`config.mk`:
```
export PLATFORM = sky130hd
export DESIGN_NAME = vector_list_seq
export DESIGN_NICKNAME = d
export VERILOG_FILES = /design/src/rtl/vector_list_seq.sv
export SDC_FILE = /design/constraint.sdc
export NUM_CORES = 1
export LEC_CHECK = 0
export CAP_MARGIN = 10
export CORE_MARGIN = 2
export CORE_UTILIZATION = 54
export CTS_BUF_LIST = sky130_fd_sc_hd__clkbuf_4 sky130_fd_sc_hd__clkbuf_8
export DETAILED_ROUTE_END_ITERATION = 10
export GPL_TIMING_DRIVEN = 0
export PLACE_DENSITY = 0.88
export SLEW_MARGIN = 5
export SYNTH_ARGS = -nofsm -noshare
export SYNTH_HDL_FRONTEND = slang
export SYNTH_SLANG_ARGS = --single-unit
```
`constraint.sdc`:
```
create_clock -name clk -period 4.6 [get_ports clk]
set_input_delay 0.92 -clock clk [delete_from_list [all_inputs] [get_ports clk]]
set_output_delay 0.92 -clock clk [all_outputs]
set_load 0.02 [all_outputs]
```
`src/rtl/vector_list_seq.sv`:
```
// rtl/vector_list_seq.sv - vector-shape ROM sequencer feeding the line-draw engine
// Walks the ROM from addr 0, offsets and clamps each point, and issues it over valid/ready.
module vector_list_seq #(
  parameter int ADDRESSWIDTH = 4,
  parameter int DATAWIDTH    = 18,
  parameter int LAST_ADDR    = 14
) (
  input  logic                    clk,
  input  logic                    rst_n,
  input  logic                    start,
  input  logic                    abort,
  input  logic [7:0]              x_off,
  input  logic [7:0]              y_off,
  output logic [ADDRESSWIDTH-1:0] rom_addr,
  input  logic [DATAWIDTH-1:0]    rom_data,
  output logic                    out_valid,
  input  logic                    out_ready,
  output logic [7:0]              out_x,
  output logic [7:0]              out_y,
  output logic                    out_draw,
  output logic                    out_move,
  output logic                    busy,
  output logic                    done
);

  typedef enum logic [1:0] {IDLE, FETCH, ISSUE, DONE} state_t;

  localparam logic [ADDRESSWIDTH-1:0] LAST = ADDRESSWIDTH'(LAST_ADDR);

  state_t     state;
  logic [7:0] x_lat;
  logic [7:0] y_lat;
  logic [8:0] sum_x;
  logic [8:0] sum_y;
  logic [7:0] clamp_x;
  logic [7:0] clamp_y;
  logic       word_draw;
  logic       word_move;

  always_comb begin
    sum_x     = {1'b0, rom_data[DATAWIDTH-1 -: 8]} + {1'b0, x_lat};
    sum_y     = {1'b0, rom_data[DATAWIDTH-9 -: 8]} + {1'b0, y_lat};
    clamp_x   = sum_x[8] ? 8'hFF : sum_x[7:0];
    clamp_y   = sum_y[8] ? 8'hFF : sum_y[7:0];
    word_draw = rom_data[1];
    word_move = rom_data[0];
  end

  always_ff @(posedge clk) begin
    if (!rst_n) begin
      state     <= IDLE;
      rom_addr  <= '0;
      out_valid <= 1'b0;
      out_x     <= 8'd0;
      out_y     <= 8'd0;
      out_draw  <= 1'b0;
      out_move  <= 1'b0;
      busy      <= 1'b0;
      done      <= 1'b0;
      x_lat     <= 8'd0;
      y_lat     <= 8'd0;
    end else if (abort) begin
      // Abort beats start and any same-cycle handshake; the pending point is dropped.
      state     <= IDLE;
      out_valid <= 1'b0;
      busy      <= 1'b0;
      done      <= 1'b0;
    end else begin
      case (state)
        IDLE: begin
          done <= 1'b0;
          if (start) begin
            x_lat    <= x_off;
            y_lat    <= y_off;
            rom_addr <= '0;
            busy     <= 1'b1;
            state    <= FETCH;
          end
        end
        FETCH: begin
          if (!word_draw && !word_move) begin
            busy  <= 1'b0;
            done  <= 1'b1;
            state <= DONE;
          end else begin
            out_x     <= clamp_x;
            out_y     <= clamp_y;
            out_draw  <= word_draw;
            out_move  <= word_move & ~word_draw;
            out_valid <= 1'b1;
            state     <= ISSUE;
          end
        end
        ISSUE: begin
          if (out_ready) begin
            out_valid <= 1'b0;
            if (rom_addr == LAST) begin
              busy  <= 1'b0;
              done  <= 1'b1;
              state <= DONE;
            end else begin
              rom_addr <= rom_addr + 1'b1;
              state    <= FETCH;
            end
          end
        end
        DONE: begin
          done  <= 1'b0;
          state <= IDLE;
        end
        default: state <= IDLE;
      endcase
    end
  end

endmodule

```
==> results.toml <==
[critical_path]
end_kind = "register"
path_class = "input pin to register"
crit_required_ns = 4.79
crit-reg2reg-launch = "y_lat[0]$_SDFFE_PN0P_"
startpoint = "rom_data[2]"
crit_fanout = 7
worstPathArrival_ns = 3.07
worstSetupStartpointType = "input pin"

[detailed_routing]
drc = 0
wl_microns = 5840
dr.pass1.iters = 5
drt_iter0_markers = 63
vias = 2184
postRouteAntennaNets = 0
post_drt_wl_per_cell_microns = 14.9
vias_per_cell = 5.59

[pwr]
ir_drop_v = 0.000157
power.internal_uw = 615
switching_share_pct = 27.2
p_clk_share_pct = 31.3
combPwrFrac_pct = 21.6
leakagePower_uw = 0.00127
p_sw_uw = 229
p_seq_share_pct = 47.1
power_density_nw_per_um2 = 264

[timing]
slew_violations = 0
layout_setup_ws_ns = 1.72
slew_headroom_pct = 65.9
setup_viol = 0
worst_slew_pin_slew_ns = 0.509
setup_tns_ns = 0
fmax_mhz = 348
finalCritPeriodShare_pct = 62.5
hold_violations = 0
fin_crit_ns = 2.88
clock_skew_ns = 0.00583
rsz0062_at_grt = "false"

[place]
hpwlAfterDp_microns = 4460
io_buffers = 63
place_ws_ns = 1.44
globalplace.congestion = 0.802

[die]
dieWidth_microns = 70.7
dieArea_sq_um = 5000
ios = 64
start_util_pct = 55.6
fp-row-count = 24
die_h_microns = 70.7
coreArea_sq_um = 4320

[synthesis]
yosysWarnings = 0
synthArstFlopShare_pct = 0
synth_area_leaders = "dfxtp_1, ha_1, nand2_1, a21boi_0, o221a_2"
synth.distinct_cells = 46
synth.cell_area_sq_um = 2400
syn-mean-instance-area_sq_um = 8.96
synth_ff_type = "dfxtp_1"
synth_top_area_share_pct = 35.8
synth_seq_cells = 43
synth-edff-count = 0
synth_cells = 268
synth_area_leader_cell = "dfxtp_1"
syn_nets = 332
ys_seq_area_share_pct = 35.8

[clock_tree]
cts_setup_buffers = 0
cts_sinks = 43
cts_hold_buf = 0
cts_tree = "built"
clockBufferDepth = 2
h-tree-depth = 2
cts.repair.resized = 0
cts_inserted_buffers = 5
clkLatencyLatePin_ns = 0.30
root_buffer = "clkbuf_8"
path_clk_slew_ns = 0.08

[run_status]
outcome = "complete, no violations"

[global_route]
grt_max_degree = 14
grt_antenna_before_repair = 0
grt_use_total_pct = 24.9
grt_pass1_wl_microns = 9890
grt-ovfl-total = 0
grt_pass1_vias = 2129

[finish]
area_growth_pct = 33.3
antennaDiodeCount = 0
fin_nets = 402
num-fill-cells = 363
layout-drive-gt1-share_pct = 8.55

[flow_run]
maxCapViolations = 0

[worst_hold_path]
hold_path_class = "register to register"
hp-start = "x_lat[2]$_SDFFE_PN0P_"
critical path: stages:
cell             delay, ns
clkdlybuf4s50_1       0.40
ha_1                  0.23
fa_1                  0.41
a21oi_1               0.19
o21ai_0               0.14
a21oi_1               0.29
o21ai_2               0.17
o31a_1                0.31
cell type report:
type	count	area [sq um]	share of cell area (%)
Inverter	10	37.5	1.17
Timing Repair Buffer	63	631	19.7
Multi-Input combinational cell	206	1460	45.6
Buffer	9	43.8	1.37
Clock buffer	7	96.3	3.01
Tap cell	52	65.1	2.03
Sequential cell	43	861	26.9
Clock inverter	1	7.51	0.234
registers in the layout, indices dropped and copies added, names as in the netlist:
| register | flops |
|---|---|
| busy | 1 |
| done | 1 |
| out_draw | 1 |
| out_move | 1 |
| out_valid | 1 |
| out_x | 8 |
| out_y | 8 |
| rom_addr | 4 |
| state | 2 |
| x_lat | 8 |
| y_lat | 8 |
through the flow:
step / instance area, sq um / power, uW / cells / hold WS, ns / util, %
2_1_floorplan: 2400 / 508 / 268 / 0.439 / -
3_3_place_gp: 3100 / 578 / 383 / 0.449 / 71.6
3_5_place_dp: 3100 / 585 / 383 / 0.458 / 71.6
4_1_cts: 3200 / 853 / 391 / 0.466 / 74.0
5_1_grt: 3200 / 885 / 391 / 0.491 / 74.0
6_report: 3200 / 844 / 391 / 0.467 / 74.0
synthesized netlist by cell type (all sizes together), types with 2 or more instances:
cell and instances:
o21a 4, xor2 3, inv 10, nand2b 3
nor2 12, mux2i 5, a21oi 20, a31oi 3
a21o 3, clkbuf 6, ha 23, nand4 2
nand3 4, buf 3, nand2 49, or2 2
a211oi 4, a21boi 19, and4b 2, fa 2
o221a 9, xnor2 5, dfxtp 43, o21ai 18
cells in the final DEF, fill, tap and decap left out, drive strengths merged, types with 4 or more instances in the layout:
cell / count
clkdlybuf4s50: 63
nand2: 49
dfxtp: 43
ha: 23
a21oi: 20
a21boi: 19
o21ai: 18
clkbuf: 13
nor2: 12
inv: 10
o221a: 9
mux2i: 5
xnor2: 5
nand3: 4
o21a: 4
a211oi: 4
worst paths after layout:
kind / to / slack [ns] / cells after the start
hold / removal: x_lat[2]$_SDFFE_PN0P_ / 0.47 / 2
setup / recovery: out_y[7]$_SDFFE_PN0P_ / 1.72 / 8
hold reg to reg: x_lat[2]$_SDFFE_PN0P_ / 0.47 / 2
setup reg to reg: out_y[7]$_SDFFE_PN0P_ / 2.43 / 7
layer usage:
layer	wire [microns]	part of all wire [%]	global-route usage, %
met2	2920	50	42.4
met4	104	1.8	10.1
met3	235	4.0	4.99
met5	0	0	0
met1	2590	44	31.0
power groups by stage:
| stage | registers (uW) | clock network (uW) | logic (uW) |
|---|---|---|---|
| after floorplan | 413 | 0 | 95.7 |
| after global placement | 405 | 0 | 173 |
| after detailed placement | 406 | 0 | 180 |
| after CTS | 397 | 275 | 181 |
| after global routing | 399 | 286 | 200 |
| final | 397 | 265 | 182 |
logic make-up after synthesis:
group / after synthesis / share of synthesized area, %
AO/OA/AOI/OAI: 88 / 26.9
XOR/XNOR: 8 / 2.92
adder cells (fa/ha/maj): 25 / 13.6
buffers and inverters: 19 / 3.39
flip-flops: 43 / 35.8
multiplexers: 5 / 2.08
AND/OR/NAND/NOR: 80 / 15.2
Note: power is estimated with default switching activity, not from simulation.
